===== src/rtl/game_reg_pkg.sv =====
// Shared definitions for the game attribute register bank: address-map
// offsets, event bit positions and the byte-enable write-merge helpers.
package game_reg_pkg;

  typedef logic [31:0] reg32_t;

  // Bit positions of the game events inside STATUS / IRQ_MASK
  localparam int EVT_HIT0  = 0;
  localparam int EVT_HIT1  = 1;
  localparam int EVT_COIN  = 2;
  localparam int EVT_CURE  = 3;
  localparam int EVT_SPEED = 4;

  // Control words sit directly after the software and hardware windows
  function automatic int STATUS_OFF(int sw, int hw);
    return sw + hw;
  endfunction

  function automatic int MASK_OFF(int sw, int hw);
    return sw + hw + 1;
  endfunction

  function automatic int FCNT_OFF(int sw, int hw);
    return sw + hw + 2;
  endfunction

  // Expand the 4 byte enables into a 32-bit bit mask
  function automatic reg32_t be_mask(logic [3:0] be);
    reg32_t m;
    m = '0;
    for (int b = 0; b < 4; b++)
      if (be[b]) m[8*b +: 8] = 8'hFF;
    return m;
  endfunction

  // Replace only the enabled bytes of old with new data
  function automatic reg32_t be_merge(reg32_t old, reg32_t wd, logic [3:0] be);
    return (old & ~be_mask(be)) | (wd & be_mask(be));
  endfunction

endpackage


===== src/rtl/avl_game_reg_bank_frame_edge_sync.sv =====
// frame_edge_sync: brings VSYNC into the CLK domain through two flops,
// detects its rising edge and emits a one-cycle frame_tick three cycles
// after that edge.
module frame_edge_sync (
  input  logic CLK,
  input  logic RESET,
  input  logic frame_sync,
  output logic frame_tick
);

  logic [1:0] sync;
  logic [1:0] prime;
  logic       hist;
  logic [1:0] dly_pipe;
  logic       rise;

  // The synchroniser output is only trusted once two clocks have passed
  // since reset; until then the edge history is forced high so a VSYNC
  // that is already high at reset cannot look like a fresh edge.
  assign rise = prime[1] & sync[1] & ~hist;

  // Synchroniser, edge history and tick delay line
  always_ff @(posedge CLK) begin
    if (RESET) begin
      sync       <= '0;
      prime      <= '0;
      hist       <= 1'b1;
      dly_pipe   <= '0;
      frame_tick <= 1'b0;
    end else begin
      sync       <= {sync[0], frame_sync};
      prime      <= {prime[0], 1'b1};
      hist       <= prime[1] ? sync[1] : 1'b1;
      dly_pipe   <= {dly_pipe[0], rise};
      frame_tick <= dly_pipe[1];
    end
  end

endmodule


===== src/rtl/avl_game_reg_bank.sv =====
// avl_game_reg_bank: Avalon-MM register bank for game attributes.
// Software registers, hardware snapshot, sticky STATUS with IRQ mask and
// a frame counter. Transfers between software and the display/motion
// logic happen at VSYNC boundaries.
// Optional macro REG_BANK_IMMEDIATE_EN: sw_regs follows the working
// registers directly instead of the frame-shadowed copy.
module avl_game_reg_bank
  import game_reg_pkg::*;
#(
  parameter int ADDR_W  = 12,
  parameter int SW_REGS = 16,
  parameter int HW_REGS = 8,
  parameter int EVT_W   = 16
) (
  input  logic                   CLK,
  input  logic                   RESET,
  input  logic                   AVL_READ,
  input  logic                   AVL_WRITE,
  input  logic                   AVL_CS,
  input  logic [3:0]             AVL_BYTE_EN,
  input  logic [ADDR_W-1:0]      AVL_ADDR,
  input  logic [31:0]            AVL_WRITEDATA,
  output logic [31:0]            AVL_READDATA,
  input  logic                   frame_sync,
  output logic [SW_REGS*32-1:0]  sw_regs,
  input  logic [HW_REGS*32-1:0]  hw_regs,
  input  logic [EVT_W-1:0]       hw_event,
  output logic                   frame_tick,
  output logic                   irq
);

  localparam int S_OFF = STATUS_OFF(SW_REGS, HW_REGS);
  localparam int M_OFF = MASK_OFF(SW_REGS, HW_REGS);
  localparam int F_OFF = FCNT_OFF(SW_REGS, HW_REGS);

  logic [SW_REGS-1:0][31:0] wreg;
  logic [HW_REGS-1:0][31:0] snap;
  logic [EVT_W-1:0]         status;
  logic [EVT_W-1:0]         mask;
  logic [EVT_W-1:0]         status_clr;
  reg32_t                   fcnt;
  reg32_t                   addr32;
  reg32_t                   rd_mux;
  logic                     wr_en;
  logic                     rd_en;
  logic                     tick;

  assign addr32     = 32'(AVL_ADDR);
  assign wr_en      = AVL_CS & AVL_WRITE;
  assign rd_en      = AVL_CS & AVL_READ;
  assign frame_tick = tick;

  frame_edge_sync u_sync (
    .CLK        (CLK),
    .RESET      (RESET),
    .frame_sync (frame_sync),
    .frame_tick (tick)
  );

  // Working software registers, written byte-wise from the bus
  always_ff @(posedge CLK) begin
    if (RESET) begin
      wreg <= '0;
    end else if (wr_en) begin
      for (int i = 0; i < SW_REGS; i++)
        if (addr32 == 32'(i))
          wreg[i] <= be_merge(wreg[i], AVL_WRITEDATA, AVL_BYTE_EN);
    end
  end

`ifdef REG_BANK_IMMEDIATE_EN
  assign sw_regs = wreg;
`else
  logic [SW_REGS-1:0][31:0] shadow;

  // Frame-coherent copy; a write landing in the tick cycle waits a frame
  always_ff @(posedge CLK) begin
    if (RESET)     shadow <= '0;
    else if (tick) shadow <= wreg;
  end

  assign sw_regs = shadow;
`endif

  // Hardware snapshot and frame counter advance only at the boundary
  always_ff @(posedge CLK) begin
    if (RESET) begin
      snap <= '0;
      fcnt <= '0;
    end else if (tick) begin
      snap <= hw_regs;
      fcnt <= fcnt + 32'd1;
    end
  end

  // Only enabled bytes of a STATUS write clear bits
  assign status_clr = (wr_en && addr32 == 32'(S_OFF))
                    ? EVT_W'(AVL_WRITEDATA & be_mask(AVL_BYTE_EN)) : '0;

  // Sticky event flags (set beats clear) and the IRQ mask register
  always_ff @(posedge CLK) begin
    if (RESET) begin
      status <= '0;
      mask   <= '0;
    end else begin
      status <= (status & ~status_clr) | hw_event;
      if (wr_en && addr32 == 32'(M_OFF))
        mask <= EVT_W'(be_merge(32'(mask), AVL_WRITEDATA, AVL_BYTE_EN));
    end
  end

  // Registered interrupt from the current flags
  always_ff @(posedge CLK) begin
    if (RESET) irq <= 1'b0;
    else       irq <= |(status & mask);
  end

  // Read decode; unmapped offsets return zero
  always_comb begin
    rd_mux = '0;
    for (int i = 0; i < SW_REGS; i++)
      if (addr32 == 32'(i)) rd_mux = wreg[i];
    for (int j = 0; j < HW_REGS; j++)
      if (addr32 == 32'(SW_REGS + j)) rd_mux = snap[j];
    if (addr32 == 32'(S_OFF)) rd_mux = 32'(status);
    if (addr32 == 32'(M_OFF)) rd_mux = 32'(mask);
    if (addr32 == 32'(F_OFF)) rd_mux = fcnt;
  end

  // Read data register, held until the next read
  always_ff @(posedge CLK) begin
    if (RESET)      AVL_READDATA <= '0;
    else if (rd_en) AVL_READDATA <= rd_mux;
  end

endmodule


===== config.mk =====
export PLATFORM = sky130hd
export DESIGN_NAME = avl_game_reg_bank
export DESIGN_NICKNAME = d
export VERILOG_FILES = /design/src/rtl/game_reg_pkg.sv /design/src/rtl/avl_game_reg_bank_frame_edge_sync.sv /design/src/rtl/avl_game_reg_bank.sv
export SDC_FILE = /design/constraint.sdc
export NUM_CORES = 2
export LEC_CHECK = 0
export ABC_CLOCK_PERIOD_IN_PS = 2500
export BUFFER_PORTS_ARGS = -buffer_cell sky130_fd_sc_hd__buf_2
export CAP_MARGIN = 20
export CORE_UTILIZATION = 45
export CTS_BUF_LIST = sky130_fd_sc_hd__clkbuf_8
export DETAILED_ROUTE_END_ITERATION = 12
export HOLD_SLACK_MARGIN = 0.08
export PLACE_DENSITY = 0.79
export SYNTH_ARGS = -nofsm -noshare
export SYNTH_HDL_FRONTEND = slang
export SYNTH_HIERARCHICAL = 1
export SYNTH_SLANG_ARGS = --single-unit
export TNS_END_PERCENT = 100

===== constraint.sdc =====
create_clock -name CLK -period 2.5 [get_ports CLK]
set_clock_uncertainty 0.2 [all_clocks]
set_input_delay 0.375 -clock CLK [delete_from_list [all_inputs] [get_ports CLK]]
set_output_delay 0.375 -clock CLK [all_outputs]
set_load 0.02 [all_outputs]

==> results of run 1 <==
## metrics by stage
stage,instance area (µm²),setup WS [ps],TNS [ps],utilization (%)
after CTS,81750,-112.9,-199.0,65.95
after global placement,68650,-1391,-330780,55.38
after detailed placement,68650,-1366,-333710,55.38
after floorplan,56590,-176.9,-5421,-
## routing by layer
| metal | GRT overflow | GRT usage [%] |
|---|---|---|
| met1 | 3 | 67.48 |
| met2 | 14 | 80.10 |
| met3 | 1 | 39.84 |
| met4 | 18 | 50.48 |
| met5 | 1 | 17.85 |
## cell families after synthesis
| group | count (synthesis) | synth area share (%) |
|---|---|---|
| xor gates and xnor gates | 29 | 0.4508 |
| DFF | 1385 | 49.21 |
| AOI/OAI and AO/OA | 1190 | 12.86 |
| and+or+nand+nor | 2606 | 19.33 |
| adders and majority gates | 1 | 0.02221 |
| buffers and inverters | 490 | 3.451 |
| muxes | 817 | 14.67 |
## repair_timing
action / in CTS
setup buffers: 0
gates cloned: 1
hold buffers: 825
gates resized for setup: 43
endpoints found under the setup margin: 24
endpoints found under the hold margin: 961
pin swaps: 4
## cells in the mapped netlist (9+ instances only)
cell type  instances
dfxtp_1         1385
nand2_1         1234
nor2_1          1009
mux2i_1          793
a21oi_1          655
clkbuf_1         317
o21ai_0          126
nand3_1          103
buf_1             99
a22oi_1           63
a221oi_1          54
buf_2             45
nand4_1           42
nor3_1            42
o22ai_1           42
o221ai_1          30
a222oi_1          25
and3_1            25
xor2_1            22
a211oi_1          19
inv_1             19
mux2_2            19
or3_1             18
o211ai_1          17
a22o_1            16
a31oi_1           16
nor4_1            16
a221o_1           14
nand2b_1          13
nor4_2            12
o2111ai_1         12
nor4_4            10
a32oi_1            9
==> results.sh, run 1 <==
export IMPL_ys_types=91
export IMPL_die_w_um=355.8
export IMPL_ys_flop_type="dfxtp_1"
export IMPL_num_rows=129
export IMPL_num_io_pins=872
export IMPL_cts_buffer_depth=3
export IMPL_grt_pass1_vias=69394
export IMPL_synth_largest_area_cell="dfxtp_1"
export IMPL_grt_pass1_wl_um=546700
export IMPL_place_gp_congestion=1.090
export IMPL_yosysWarnings=6
export IMPL_grt_max_degree=207
export IMPL_synth_area_per_cell_um2=8.643
export IMPL_synth_enable_flop_cells=0
export IMPL_synth_area_leaders="dfxtp_1 49%, mux2i_1 14%, nand2_1 8.2%"
export IMPL_cts_buffers=216
export IMPL_synth_seq_cells=1385
export IMPL_synthesis_nets=6845
export IMPL_status="aborted with a tool error"
export IMPL_dpl_hpwl_um=247200
export IMPL_synth_top_area_share_pct=49.21
export IMPL_synth_area_um2=56340
export IMPL_overflow=37
export IMPL_cts_root_buffer="clkbuf_8"
export IMPL_h_tree_depth=4
export IMPL_lastStage="5_1_grt"
export IMPL_synth_seq_area_share_pct=49.21
export IMPL_dp_cells=9436
export IMPL_clkSinkCount=1385
export IMPL_die_y_um=355.8
export IMPL_tool_error="[ERROR GRT-0116] Global routing finished with congestion. Check the congestion regions in the DRC Viewer."
export IMPL_port_buffers=871
export IMPL_async_flop_share_pct=0
export IMPL_synthCells=6518
export IMPL_grtUsageTotal_pct=61.45
export IMPL_start_util_pct=45.45
==> run 2, diff against run 1 <==
ABC_CLOCK_PERIOD_IN_PS = 3250   (was 2500)
CORE_UTILIZATION = 30   (was 45)
CTS_BUF_LIST = unset   (was sky130_fd_sc_hd__clkbuf_8)
HOLD_SLACK_MARGIN = unset   (was 0.08)
PLACE_DENSITY = unset   (was 0.79)
PLACE_DENSITY_LB_ADDON = 0.15   (was unset)
clock period = 3.25 ns   (was 2.5 ns; I/O delays follow)
==> results.sh, run 2 <==
export IMPL_ys_flop_type="dfxtp_1"
export IMPL_synth_largest_area_cell="dfxtp_1"
export IMPL_async_flop_share_pct=0
export IMPL_core_area_um2=186000
export IMPL_cts_tree="done"
export IMPL_firstDrtPassIters=8
export IMPL_final_util_pct=41.13
export IMPL_synth_enable_flop_cells=0
export IMPL_hold_viol_final=0
export IMPL_cp_max_fo=13
export IMPL_die_w_um=435.4
export IMPL_drc_errors=0
export IMPL_clkSinkCount=1385
export IMPL_via_per_inst=5.478
export IMPL_whs_path_depth=3
export IMPL_first_iter_violations=7429
export IMPL_routed_wl_um=349700
export IMPL_cp_data_arrival_time_ps=3780
export IMPL_antenna_found_initial=30
export IMPL_layout_setup_ws_ps=6.647
export IMPL_cts_root_buffer="clkbuf_16"
export IMPL_ys_types=91
export IMPL_area_growth_pct=35.80
export IMPL_tightest_slew_ps=1250
export IMPL_final_cell_mix="1384 x dfxtp_1, 1233 x nand2_1, 1005 x nor2_1, 869 x buf_2, 793 x mux2i_1"
export IMPL_drv_cap=0
export IMPL_p_comb_share_pct=5.6
export IMPL_yosysWarnings=6
export IMPL_synth_area_per_cell_um2=8.643
export IMPL_rsz0062_at_grt="false"
export IMPL_p_sw_share_pct=24.64
export IMPL_power_leakage_nw=28.96
export IMPL_synth_area_um2=56340
export IMPL_ant_nets=0
export IMPL_start_util_pct=30.28
export IMPL_multi_input_area_um2=26800
export IMPL_r2r_cells=9
export IMPL_cts_buffers=157
export IMPL_post_route_min_period_ps=3243
export IMPL_seq_area_um2=27730
export IMPL_grtUsageTotal_pct=35.36
export IMPL_required_ps=3790
export IMPL_drive_gt1_share_pct=23.55
export IMPL_insertion_delay_ps=840
export IMPL_die_y_um=435.4
export IMPL_num_rows=158
export IMPL_synth_seq_area_share_pct=49.21
export IMPL_n_fill_cell=18944
export IMPL_post_cts_setup_buffers=0
export IMPL_overflow=0
export IMPL_num_io_pins=872
export IMPL_h_tree_depth=4
export IMPL_cts_buffer_depth=3
export IMPL_p_per_area_nw_per_um2=495.8
export IMPL_max_freq_mhz=308.3
export IMPL_fin_crit_sh_pct=99.80
export IMPL_crit_path_start_kind="input port"
export IMPL_synth_seq_cells=1385
export IMPL_place_gp_congestion=1.027
export IMPL_p_sw_mw=9.346
export IMPL_wl_per_cell_um=32.69
export IMPL_relSlewSlack_pct=16.64
export IMPL_nNetsFinal=8414
export IMPL_critPathKind="input port to flop"
export IMPL_finalMaxSlewViolations=0
export IMPL_port_buffers=871
export IMPL_path_clk_slew_ps=70
export IMPL_grt_pass1_vias=54673
export IMPL_vias=58603
export IMPL_dpl_hpwl_um=269900
export IMPL_synthesis_nets=6845
export IMPL_pre_cts_ws_ps=-943.1
export IMPL_grt_pass1_wl_um=467700
export IMPL_yosysMostFrequentCell="dfxtp_1"
export IMPL_synth_top_area_share_pct=49.21
export IMPL_vdd_drop_max_mv=0.4038
export IMPL_grt_max_degree=207
export IMPL_yosys_top_cells_count="1385 x dfxtp_1, 1234 x nand2_1, 1009 x nor2_1"
export IMPL_synth_area_leaders="dfxtp_1 49%, mux2i_1 14%, nand2_1 8.2%"
export IMPL_dieArea_um2=189500
export IMPL_final_common_cell="dfxtp_1"
export IMPL_status="completed"
export IMPL_setup_viol=0
export IMPL_power_frac_seq_pct=45.0
export IMPL_p_clk_share_pct=49.4
export IMPL_hold_path_class="input port to flop"
export IMPL_endpoint_kind="flop"
export IMPL_intPower_mw=28.58
export IMPL_synthCells=6518
[run 2: cell counts after synthesis]
No cell type changed its count.
[run 2: kinds of logic (layout without fill, tap and decap cells)]
kind of cell	after synthesis	in the layout	share of synthesized area [%]
other cells	0	11	0
mux	817	817	14.67
xor+xnor	29	29	0.4508
compound gates	1190	1190	12.86
simple gates	2606	2606	19.33
fa+ha+maj	1	1	0.02221
flops	1385	1385	49.21
buf+inv	490	2179	3.451
[run 2: stage by stage]
step	cells	hold slack [ps]	setup TNS (ps)	total power [mW]	area, µm²
detailed placement	10110	234.0	-18190	19.20	68090
finish	10698	95.10	0	37.93	76500
global placement	10109	230.7	-19220	19.21	68080
CTS	10687	21.11	0	38.10	76470
floorplan	6518	207.3	0	18.06	56340
global route	10689	35.06	0	38.89	76480
[run 2: layout make-up]
cell class                 count  area share (%)
clock buffer                 225           5.994
clock inverter                54           1.060
timing repair buffer        1880           17.48
sequential                  1385           36.25
antenna                       11         0.03598
multi-input combinational   4643           35.03
tap                         2480           4.056
inverter                      20         0.09813
[run 2: worst paths after layout]
check	from	to	slack [ps]
min reg2reg	u_sync/sync[1]	u_sync/hist	250
max reg2reg	flop	AVL_READDATA[7]	70
max	AVL_ADDR[6]	AVL_READDATA[6]	7
min	AVL_WRITEDATA[19]	flop	100
[run 2: worst max-delay path: stages]
cell       delay (ps)
buf_2             200
or3_4             270
buf_4             220
buf_4             270
nor4_2            110
buf_4             220
buf_4             160
a2111oi_1         730
nand3_1           440
a21oi_1           320
buf_4             240
o21bai_1           70
[run 2: routing by layer]
metal	vias to the layer above	GRT usage [%]	wire (µm)
met5	-	0	104
met3	725	6.982	28340
met4	16	19.03	21330
li1	25691	-	-
met1	29016	45.65	143600
met2	3155	55.37	156300
[run 2: power groups by stage]
| stage | Combinational [mW] | Sequential [mW] | Clock (mW) |
|---|---|---|---|
| after floorplan | 0.642 | 17.4 | 0 |
| after global placement | 1.77 | 17.4 | 0 |
| after detailed placement | 1.77 | 17.4 | 0 |
| after CTS | 2.06 | 17.1 | 19.0 |
| after global routing | 2.14 | 17.0 | 19.7 |
| final | 2.13 | 17.1 | 18.7 |
[run 2: timing repair]
action / 4_1_cts / 5_1_grt
endpoints found under the hold margin: 363 / 0
cloned: 0 / 0
endpoints found under the setup margin: 2 / 3
resized for setup: 2 / 3
hold buffers: 298 / 0
(Power assumes the default switching activity.)
